### src/rtl/order_ingress_arbiter.sv
// Round-robin order ingress arbiter: per-port one-entry holding registers, one issue pulse per grant.
// Optional per-port issue counters are built when ARB_PORT_COUNTERS_EN is defined.
module order_ingress_arbiter #(
  parameter int NUM_PORTS   = 4,
  parameter int PRICE_WIDTH = 32,
  parameter int QTY_WIDTH   = 16,
  parameter int ID_WIDTH    = 16,
  parameter int MIN_GAP     = 0
) (
  input  logic                             clk,
  input  logic                             rst,
  input  logic [NUM_PORTS-1:0]             req_valid,
  output logic [NUM_PORTS-1:0]             req_ready,
  input  logic [NUM_PORTS-1:0]             req_is_buy,
  input  logic [NUM_PORTS*PRICE_WIDTH-1:0] req_price,
  input  logic [NUM_PORTS*QTY_WIDTH-1:0]   req_qty,
  input  logic [NUM_PORTS*ID_WIDTH-1:0]    req_id,
  input  logic                             pause,
  output logic                             order_valid,
  output logic                             order_is_buy,
  output logic [PRICE_WIDTH-1:0]           order_price,
  output logic [QTY_WIDTH-1:0]             order_qty,
  output logic [ID_WIDTH-1:0]              order_id,
  output logic [2:0]                       order_port,
  output logic [31:0]                      issued_count,
  output logic [31:0]                      reject_count,
  output logic [NUM_PORTS*32-1:0]          port_issued,
  output logic                             fsm_state
);
  typedef enum logic {ST_ARB = 1'b0, ST_GAP = 1'b1} state_e;

  state_e                 state_q, state_d;
  logic [3:0]             gap_cnt_q, gap_cnt_d;
  logic [2:0]             rr_q;
  logic [NUM_PORTS-1:0]   hold_valid_q, hold_valid_d, hold_is_buy_q;
  logic [PRICE_WIDTH-1:0] hold_price_q [NUM_PORTS];
  logic [QTY_WIDTH-1:0]   hold_qty_q   [NUM_PORTS];
  logic [ID_WIDTH-1:0]    hold_id_q    [NUM_PORTS];

  logic [NUM_PORTS-1:0]   accept, reject, gnt_oh;
  logic [31:0]            reject_inc;
  logic [7:0]             hv_pad;
  logic [3:0]             scan;
  logic                   gnt_found, grant_en;
  logic [2:0]             gnt_idx;
  logic                   sel_is_buy;
  logic [PRICE_WIDTH-1:0] sel_price;
  logic [QTY_WIDTH-1:0]   sel_qty;
  logic [ID_WIDTH-1:0]    sel_id;

  // Handshake: req_ready is the registered "holding register empty" flag and never looks at
  // req_valid; a transfer happens at any edge where req_valid && req_ready.
  assign req_ready = ~hold_valid_q;
  assign fsm_state = logic'(state_q);
  assign hv_pad    = 8'(hold_valid_q);

  always_comb begin
    accept       = '0;
    reject       = '0;
    hold_valid_d = '0;
    reject_inc   = '0;
    for (int i = 0; i < NUM_PORTS; i++) begin
      accept[i] = req_valid[i] && !hold_valid_q[i];
      reject[i] = accept[i] && (req_qty[i*QTY_WIDTH +: QTY_WIDTH] == '0);
      if (reject[i]) reject_inc = reject_inc + 32'd1;
      hold_valid_d[i] = (hold_valid_q[i] && !gnt_oh[i]) || (accept[i] && !reject[i]);
    end
  end

  // First pending port at or above the RR pointer, wrapping modulo NUM_PORTS.
  always_comb begin
    gnt_found = 1'b0;
    gnt_idx   = '0;
    scan      = '0;
    for (int k = 0; k < NUM_PORTS; k++) begin
      scan = {1'b0, rr_q} + 4'(k);
      if (scan >= 4'(NUM_PORTS)) scan = scan - 4'(NUM_PORTS);
      if (!gnt_found && hv_pad[scan[2:0]]) begin
        gnt_found = 1'b1;
        gnt_idx   = scan[2:0];
      end
    end
  end

  always_ff @(posedge clk) begin
    if (rst) begin
      state_q   <= ST_ARB;
      gap_cnt_q <= '0;
    end else begin
      state_q   <= state_d;
      gap_cnt_q <= gap_cnt_d;
    end
  end

  always_comb begin
    state_d   = state_q;
    gap_cnt_d = gap_cnt_q;
    case (state_q)
      ST_ARB: if (grant_en && MIN_GAP != 0) begin
        state_d   = ST_GAP;
        gap_cnt_d = 4'(MIN_GAP);
      end
      ST_GAP: if (gap_cnt_q <= 4'd1) begin
        state_d   = ST_ARB;
        gap_cnt_d = '0;
      end else begin
        gap_cnt_d = gap_cnt_q - 4'd1;
      end
      default: state_d = ST_ARB;
    endcase
  end

  always_comb begin
    grant_en = (state_q == ST_ARB) && !pause && gnt_found;
    gnt_oh   = '0;
    for (int i = 0; i < NUM_PORTS; i++) gnt_oh[i] = grant_en && (gnt_idx == 3'(i));
  end

  always_comb begin
    sel_is_buy = 1'b0;
    sel_price  = '0;
    sel_qty    = '0;
    sel_id     = '0;
    for (int i = 0; i < NUM_PORTS; i++) begin
      if (gnt_oh[i]) begin
        sel_is_buy = hold_is_buy_q[i];
        sel_price  = hold_price_q[i];
        sel_qty    = hold_qty_q[i];
        sel_id     = hold_id_q[i];
      end
    end
  end

  always_ff @(posedge clk) begin
    if (rst) begin
      hold_valid_q <= '0;
      rr_q         <= '0;
      order_valid  <= 1'b0;
      order_is_buy <= 1'b0;
      order_price  <= '0;
      order_qty    <= '0;
      order_id     <= '0;
      order_port   <= '0;
      issued_count <= '0;
      reject_count <= '0;
    end else begin
      hold_valid_q <= hold_valid_d;
      for (int i = 0; i < NUM_PORTS; i++) begin
        if (accept[i]) begin
          hold_is_buy_q[i] <= req_is_buy[i];
          hold_price_q[i]  <= req_price[i*PRICE_WIDTH +: PRICE_WIDTH];
          hold_qty_q[i]    <= req_qty[i*QTY_WIDTH +: QTY_WIDTH];
          hold_id_q[i]     <= req_id[i*ID_WIDTH +: ID_WIDTH];
        end
      end
      order_valid <= grant_en;
      if (grant_en) begin
        order_is_buy <= sel_is_buy;
        order_price  <= sel_price;
        order_qty    <= sel_qty;
        order_id     <= sel_id;
        order_port   <= gnt_idx;
        rr_q         <= (gnt_idx == 3'(NUM_PORTS - 1)) ? 3'd0 : gnt_idx + 3'd1;
        issued_count <= issued_count + 32'd1;
      end
      reject_count <= reject_count + reject_inc;
    end
  end

`ifdef ARB_PORT_COUNTERS_EN
  logic [31:0] port_cnt_q [NUM_PORTS];

  always_ff @(posedge clk) begin
    if (rst) begin
      for (int i = 0; i < NUM_PORTS; i++) port_cnt_q[i] <= '0;
    end else begin
      for (int i = 0; i < NUM_PORTS; i++) if (gnt_oh[i]) port_cnt_q[i] <= port_cnt_q[i] + 32'd1;
    end
  end

  always_comb begin
    port_issued = '0;
    for (int i = 0; i < NUM_PORTS; i++) port_issued[i*32 +: 32] = port_cnt_q[i];
  end
`else
  assign port_issued = '0;
`endif

endmodule

### config.mk
export PLATFORM = sky130hd
export DESIGN_NAME = order_ingress_arbiter
export DESIGN_NICKNAME = d
export VERILOG_FILES = /design/src/rtl/order_ingress_arbiter.sv
export SDC_FILE = /design/constraint.sdc
export NUM_CORES = 1
export LEC_CHECK = 0
export CAP_MARGIN = 40
export CORE_AREA = 2 2 205 207
export DETAILED_ROUTE_END_ITERATION = 10
export DIE_AREA = 0 0 207 209
export PLACE_DENSITY = 0.7
export RECOVER_POWER = 100
export SYNTH_ARGS = -nofsm -noshare
export SYNTH_HDL_FRONTEND = slang
export SYNTH_SLANG_ARGS = --single-unit
### constraint.sdc
create_clock -name clk -period 5.5 [get_ports clk]
set_clock_uncertainty 0.15 [all_clocks]
set_input_delay 0.55 -clock clk [delete_from_list [all_inputs] [get_ports clk]]
set_output_delay 0.55 -clock clk [all_outputs]
set_load 0.02 [all_outputs]
==> impl_results.md, run 1 <==
- Run status: complete, but fails checks
- Failing checks: max-capacitance violations, max-slew violations
- Startpoint types: primary input
- Clk buf depth: 3
- H-tree lvl count: 2
- Synthesized cell area: 16990 um2
- Top post-synthesis cells by area: edfxtp_1 (46%), dfxtp_1 (17%), buf_4 (5.7%)
- Critical-path cell list: clkdlybuf4s50_1 > nand2_1 > nor2_1 > clkbuf_1 > clkbuf_1
- Reg-to-Reg Start: rr_q[0]
- Initial core utilization: 0.4115
- Reg2reg setup slack: roughly 0.73 ns
- Crit path DAT: 4.77 ns
- Critical Setup Path Class: primary input to flop
- CTS resizes: 0
- Final Slew Violations: 142
- Post-synth top area cell: edfxtp_1
- Root buffer cell: clkbuf_16
- Core box area: around 41000 um2
- Pin count of the biggest net entering global routing: 89
- R2r worst-path depth: 15
- Worst path most repeated cell: clkbuf_1
- Clk slew on worst S/H paths: 0.06 ns
- Worst hold start: order_port[2]
- Synth Register Bits: 405
- Postcts setup bufs: 0
- First-pass GRT wire length: 72.26 mm
- Post-synth ARST share: 0
- Total number of vias: 12430
- Grt ovf: 0
- Crit-path leading delay family: buffers and inverters
- Cell-internal power: 7.032 mW
- Worst Path Required: 5.50 ns
- Largest stage delay, worst path: 1.68 ns
- Hold Crit Endpoint: order_port[2]
- Relative slew slack: -1.276
- Number of vias per cell: 5.094
- Antenna violations before repair: 30
- Psw: 4.445 mW
- Combinational Power Share: 0.411
- Number of max-cap violations: 4
- WHS Path Cells: 1
- Post-synthesis cell count: 1447
- Power Dens Cells: 508.0 nW/um2
- Layout Nets: 2120
- Unrepaired setup endpoints after global routing: no
- Fmax achieved: between 200 and 250 MHz
- Vias in the first global route: around 12000
- Clock sinks: 405
- WL final: between 40 and 50 mm
- Share of the synthesized area in the top cell type: 0.4595
- Ys Warns: 0
- Busiest grt layer: met2
- Cell variety after synth: 51
- Final Hold Viols: 0
- Final period util: 0.8686
- Hold Path Class: flop to flop
- Critical Path Fanout Max: 39
- CP Buf/Inv Count: 3
- Grt met2 use: 0.3856
- IO Port Bufs: 404
- Met3 global-route usage: 0.05260
- Antenna Nets Post-Route: 0
- M1 GR Usage: 0.2470
- CP startpoint: req_valid[2]
- Critical Path Sink Type: flop
- DRC: 0
- Worst reg2reg path endpoint: order_price[5]
- WL/cell: 19.97 um
- Register area share after synthesis: 0.6303
- Layout area overhead: 32.94%
- Hold-fix buffers, CTS: 0
- Row Count: 75
- Initial DRT Pass Iterations: 6
- Sw Ratio: 0.3873
- Power Total: 11.48 mW
- I/O pin cnt: 533
- Clock latency at the later pin of the worst-skew pair: 0.57 ns
- Sequential share of power: 0.336
- Final Critical Period: 4.777 ns
- Starting DRT DRC Count: 729
- EDFF count, synth: 260
- Leakage: about 8.3 nW
- Post-DP HPWL: 34.22 mm
- Finish-stage setup viols: 0
- Slowest-stage cell, CP: clkbuf_1
- GRT Overall Usage: 0.2171
- Syn avg cell area: 11.74 um2
- CTS buffer count: 44
- CTS tree: built
- DIE WIDTH: approximately 210 um
- Ys flop type: edfxtp_1
- Die Span Y: 209 um
- Die ar.: approximately 43000 um2
- Final weighted congestion in routability-driven placement: 0.8439
- Worst-Margin Slew: 3.414 ns
- Clk pwr share: 0.253
- Share of cells above drive strength 1: 0.05128
- Peak supply drop: 0.4398 mV
- Setup Total Neg Slack: 0 ns
==> per-layer routing <==
| layer | vias up | share of wire |
|---|---|---|
| met2 | 521 | 0.52 |
| met4 | 10 | 0.038 |
| met1 | 5960 | 0.38 |
| li1 | 5838 | - |
| met5 | - | 0.0013 |
| met3 | 100 | 0.068 |
==> power groups by stage <==
stage          logic [mW]  registers [mW]  clock network, mW
6_report             4.72            3.86               2.90
5_1_grt              5.16            3.91               3.07
4_1_cts              4.92            3.87               2.96
3_5_place_dp         4.89            3.93                  0
3_3_place_gp         4.76            3.92                  0
2_1_floorplan        2.77            4.19                  0
==> flip-flops by register name (all words and copies together), names as in the netlist <==
| signal | flops |
|---|---|
| hold_price_q | 128 |
| hold_id_q | 64 |
| hold_qty_q | 64 |
| issued_count | 32 |
| order_price | 32 |
| reject_count | 32 |
| order_id | 16 |
| order_qty | 16 |
| gap_cnt_q | 4 |
| hold_is_buy_q | 4 |
| hold_valid_q | 4 |
| order_port | 3 |
| rr_q | 3 |
| fsm_state | 1 |
| order_is_buy | 1 |
| order_valid | 1 |
==> stage by stage <==
step / std cells / utilization / hold WS (ns) / instance area [um2] / setup slack, ns
2_1_floorplan: 1575 / - / 0.2982 / 17470 / 1.170
3_3_place_gp: 2323 / 0.5115 / 0.3151 / 21120 / 0.5560
3_5_place_dp: 2329 / 0.5146 / 0.3246 / 21250 / 0.5157
4_1_cts: 2411 / 0.5488 / 0.3275 / 22660 / 0.8509
5_1_grt: 2433 / 0.5467 / 0.3425 / 22570 / 0.4120
6_report: 2440 / 0.5471 / 0.3269 / 22590 / 0.7227
==> Yosys cell counts (3+ instances only) <==
cell / n
nand2_1: 98
nor3_1: 68
nor2b_1: 40
nand3_1: 23
nand4_1: 19
xnor2_1: 30
dfxtp_1: 145
inv_1: 22
buf_2: 19
o21ai_0: 46
clkbuf_1: 56
and3_1: 6
ha_1: 16
edfxtp_1: 260
nor3b_1: 39
a21oi_1: 18
and2_1: 5
nor4_1: 70
buf_1: 6
nor2_1: 148
a311oi_1: 3
or3_1: 9
a221oi_1: 31
mux2i_1: 7
xor2_1: 21
nor4b_2: 4
o31ai_1: 3
or2_1: 3
buf_4: 130
a211oi_1: 67
mux2_2: 8
a21o_1: 3
==> layout make-up <==
class | count | area, um2
Fill cell | 3514 | 18700
Sequential cell | 405 | 10710
Multi-Input combinational cell | 935 | 5361
Timing Repair Buffer | 428 | 4277
Clock buffer | 56 | 1166
Tap cell | 539 | 674.4
Clock inverter | 26 | 246.5
Inverter | 22 | 82.58
Antenna cell | 29 | 72.57
==> worst max path at each step <==
stage | endpoint | cells after the start
finish | hold_qty_q[2][7] | 5
global placement | reject_count[30] | 17
global route | order_qty[3] | 13
floorplan | hold_id_q[2][0] | 3
detailed placement | reject_count[28] | 17
CTS | order_qty[10] | 15
==> cell families (layout without fill, tap and decap cells) <==
group                    Yosys count  count (layout)  synth area share
AO/OA/AOI/OAI                    180             180           0.07415
XOR/XNOR                          51              51           0.02629
adder cells (fa/ha/maj)           17              17           0.01296
buffers and inverters            235             532           0.08291
flip-flops                       405             405            0.6303
multiplexers                      16              16           0.01075
other                              1             158         0.0002207
AND/OR/NAND/NOR                  542             542            0.1624
==> worst register-to-register path: cells and delay by family, from the launching register on <==
family,cells,cell delay [ns]
simple gates,5,1.27
compound gates,5,1.15
buf+inv,2,0.72
fa+ha+maj,2,0.65
flops,1,0.56
mux,1,0.19
==> cell usage in the layout, fill, tap and decap left out, drive strengths merged, types with 6 or more instances in the layout <==
| master | Yosys | final |
|---|---|---|
| a211oi | 68 | 68 |
| buf | 157 | 16 |
| conb | 1 | 129 |
| xnor2 | 30 | 30 |
| diode | 0 | 29 |
| nor3 | 68 | 68 |
| nand4 | 19 | 19 |
| nor4 | 70 | 70 |
| a221oi | 31 | 31 |
| xor2 | 21 | 21 |
| o21ai | 46 | 46 |
| and3 | 6 | 6 |
| nor4b | 6 | 6 |
| inv | 22 | 25 |
| mux2 | 8 | 8 |
| clkbuf | 56 | 65 |
| a21oi | 18 | 18 |
| or3 | 9 | 9 |
| clkinv | 0 | 19 |
| nor3b | 39 | 39 |
| nor2b | 40 | 40 |
| nand3 | 23 | 23 |
| mux2i | 7 | 7 |
| dlygate4sd3 | 0 | 398 |
| nor2 | 148 | 148 |
| edfxtp | 260 | 260 |
| dfxtp | 145 | 145 |
| ha | 16 | 16 |
| nand2 | 98 | 98 |
Note: power is estimated with default switching activity, not from simulation.
==> inputs of run 2 (changes only) <==
--- a/config.mk
+++ b/config.mk
@@ -9,7 +9,7 @@
 export CORE_AREA = 2 2 205 207
 export DETAILED_ROUTE_END_ITERATION = 10
 export DIE_AREA = 0 0 207 209
-export PLACE_DENSITY = 0.7
+export PLACE_DENSITY = 0.72
 export RECOVER_POWER = 100
 export SYNTH_ARGS = -nofsm -noshare
 export SYNTH_HDL_FRONTEND = slang
==> constraint.sdc (replaced) <==
create_clock -name clk -period 4.25 [get_ports clk]
set_clock_uncertainty 0.15 [all_clocks]
set_input_delay 0.425 -clock clk [delete_from_list [all_inputs] [get_ports clk]]
set_output_delay 0.425 -clock clk [all_outputs]
set_load 0.02 [all_outputs]
==> run 2 against run 1 <==
Compared with the run above:
- the run now ends clean
- combinational power up 36%
- register-to-register slack got worse by 0.43 ns
- highest routed layer unchanged
- sequential power increased by 30%
- die area unchanged
- routed wire length grew 0.38%
- worst hold slack lost 0.17 ns
- power up 32%
==> impl_results.md, run 2 (same netlist as run 1, synthesis figures left out) <==
- Worst Path Required: 4.60 ns (was 5.50 ns)
- Clk pwr share: 0.247 (was 0.253)
- Most common cell after layout, fill and taps aside: edfxtp_1 (was dlygate4sd3_1)
- Clock sinks: 405 (unchanged)
- Power Dens Cells: 657.1 nW/um2 (was 508.0 nW/um2)
- Hold Path Class: primary input to flop (was flop to flop)
- Psw: 5.756 mW (was 4.445 mW)
- DIE WIDTH: 207 um (unchanged)
- Row Count: 75 (unchanged)
- Pin count of the biggest net entering global routing: 99 (was 89)
- Slowest-stage cell, CP: clkdlybuf4s50_1 (was clkbuf_1)
- R2r worst-path depth: 15 (unchanged)
- CTS tree: built (unchanged)
- DP Worst Slack: -0.6955 ns (was 0.5157 ns)
- Number of max-cap violations: 0 (was 4)
- Core box area: 41290 um2 (unchanged)
- Total number of vias: 12620 (was 12430)
- Layout area overhead: 35.94% (was 32.94%)
- WHS Path Cells: 2 (was 1)
- Critical Setup Path Class: primary input to flop (unchanged)
- Post-route insts no fill: 2462 (was 2440)
- Clock latency at the later pin of the worst-skew pair: 0.56 ns (was 0.57 ns)
- Final Hold Viols: 0 (unchanged)
- Critical Path Sink Type: flop (unchanged)
- Run status: complete, no violations (was complete, but fails checks)
- Clk buf depth: 3 (unchanged)
- Final period util: 0.9541
- Startpoint types: primary input (unchanged)
- Antenna violations before repair: 29 (was 30)
- H-tree lvl count: 2 (unchanged)
- Cell-internal power: 9.422 mW (was 7.032 mW)
- Clk slew on worst S/H paths: 0.06 ns (about the same)
- Final Slew Violations: 0 (was 142)
- Relative slew slack: 0.4443 (was -1.276)
- Share of cells above drive strength 1: 0.08206 (was 0.05128)
- Setup Total Neg Slack: 0 ns (unchanged)
- Reg2reg setup slack: 0.30 ns (was 0.73 ns)
- GRT Overall Usage: 0.2161 (was 0.2171)
- Worst-Margin Slew: 0.8259 ns (was 3.414 ns)
- Sw Ratio: 0.3792 (was 0.3873)
- WL final: 48.92 mm (was 48.73 mm)
- Most frequent cells in the layout: edfxtp_1 (260), dlygate4sd3_1 (214), clkdlybuf4s50_1 (189) (was dlygate4sd3_1 (398), edfxtp_1 (260), nor2_1 (148))
- Antenna Nets Post-Route: 0 (unchanged)
- Final Critical Period: between 4 and 5 ns
- Combinational Power Share: 0.422 (was 0.411)
- Regs by FF count: hold_price_q (128), hold_id_q (64), hold_qty_q (64) (unchanged)
- WL/cell: 19.87 um (was 19.97 um)
- Crit-path leading delay family: simple AND/OR/NAND/NOR gates (was buffers and inverters)
- I/O pin cnt: 533 (unchanged)
- Setup ws final: 0.1949 ns (was 0.7227 ns)
- Die ar.: 43260 um2 (unchanged)
- Sequential share of power: 0.330 (was 0.336)
- Fmax achieved: ~250 MHz
- Reg-to-Reg Start: rr_q[1] (was rr_q[0])
- Initial core utilization: 0.4115 (unchanged)
- Post-DP HPWL: 34.52 mm (was 34.22 mm)
- Starting DRT DRC Count: 891 (was 729)
- DRC: 0 (unchanged)
- Placed cell count: 2351 (was 2329)
- Root buffer cell: clkbuf_16 (unchanged)
- Hold Crit Endpoint: reject_count[23] (was order_port[2])
- CP Buf/Inv Count: 3 (unchanged)
- Vias in the first global route: 12280 (was 12330)
- Peak supply drop: 0.4669 mV (was 0.4398 mV)
- First-pass GRT wire length: 71.72 mm (was 72.26 mm)
- Finish-stage setup viols: 0 (unchanged)
- Fill cell count: 3375 (was 3514)
- Layout Nets: 2151 (was 2120)
- Crit path DAT: 4.41 ns (was 4.77 ns)
- Top reg by flops: hold_price_q (unchanged)
- Final weighted congestion in routability-driven placement: 0.8588 (was 0.8439)
- CP startpoint: req_qty[29] (was req_valid[2])
- IO Port Bufs: 404 (unchanged)
- Worst reg2reg path endpoint: order_qty[4] (was order_price[5])
- Worst path most repeated cell: ha_1 (was clkbuf_1)
- Critical-path cell list: clkdlybuf4s50_1 > nor4_2 > nand4_1 > buf_4 > or2_2 > inv_1 > ha_1 > xor2_1 > ha_1 > mux2_4 > ha_1 > a21o_1 > a21oi_2 > o21bai_1 > nand4_1 > or3_1 > a21oi_2 (was clkdlybuf4s50_1 > nand2_1 > nor2_1 > clkbuf_1 > clkbuf_1)
- Worst hold start: rst (was order_port[2])
- Number of vias per cell: 5.127 (was 5.094)
- Critical Path Fanout Max: 7 (was 39)
- Grt ovf: 0 (unchanged)
- CTS buffer count: 43 (was 44)
- Max reg flops: 128 (unchanged)
- Power Total: 15.18 mW (was 11.48 mW)
- Die Span Y: 209 um (unchanged)
- Largest stage delay, worst path: 0.45 ns (was 1.68 ns)
- Initial DRT Pass Iterations: 6 (unchanged)
- Leakage: 8.135 nW (was 8.252 nW)
run 2: cell count changes in the layout (fill, tap and decap cells not counted), sizes merged, moves of 3 or more:
cell / before / now
clkbuf: 65 / 56
clkdlybuf4s50: 5 / 189
diode: 29 / 22
dlygate4sd3: 398 / 214
clkinv: 19 / 16
dlymetal6s2s: 0 / 8
buf: 16 / 48
run 2: final cells by class:
class	count	area, um2	share of cell area
multi-input cells	936	5515	0.2388
clock inverters	23	190.2	0.008233
well taps	539	674.4	0.02920
inverters	22	82.58	0.003575
flip-flops and latches	405	10710	0.4637
diodes	22	55.05	0.002383
repair buffers	459	4651	0.2013
clock buffers	56	1220	0.05281
run 2: repair_timing:
| item | CTS | global route |
|---|---|---|
| cloned | 0 | 1 |
| hold endpoints to repair | 0 | 8 |
| gates resized for setup | 2 | 23 |
| endpoints found under the setup margin | 9 | 60 |
| hold buffers | 0 | 8 |
| setup buffers | 0 | 1 |
| pin swaps | 1 | 12 |
run 2: power by group through the flow:
stage	Clock (mW)	Sequential [mW]	Combinational, mW
floorplan	0	5.42	3.59
global placement	0	5.08	6.24
detailed placement	0	5.09	6.35
CTS	3.82	5.01	6.40
global route	3.97	5.07	6.95
finish	3.75	5.01	6.41
run 2: stage by stage:
stage          instance area [um2]    util  hold WS [ns]
2_1_floorplan                17470       -        0.2982
3_3_place_gp                 21350  0.5170        0.3144
3_5_place_dp                 21440  0.5193        0.3216
4_1_cts                      22860  0.5537        0.1698
5_1_grt                      23090  0.5592        0.1887
6_report                     23100  0.5595        0.1550
run 2: worst max-delay path by stage:
stage                                  end  slack (ns)  depth (start not counted)
after floorplan            hold_id_q[2][0]        0.05                          3
after global routing      reject_count[26]       -0.02                         18
after global placement    reject_count[30]       -0.59                         17
final                     reject_count[29]        0.19                         17
after detailed placement  reject_count[24]       -0.70                         18
after CTS                 reject_count[16]        0.01                         19
run 2: metal layers:
metal,up-vias,part of all wire,GRT usage
met2,577,0.52,0.3832
met4,12,0.034,0.09286
met1,6037,0.37,0.2445
met3,104,0.074,0.05861
li1,5892,-,-
met5,-,0.0014,0
run 2: worst reg2reg max path: cells and delay by family, from the launching register on:
family          cells  cell delay, ns
mux                 1            0.20
fa+ha+maj           2            0.61
compound gates      5            1.28
simple gates        5            0.87
buf+inv             2            0.33
flops               1            0.42
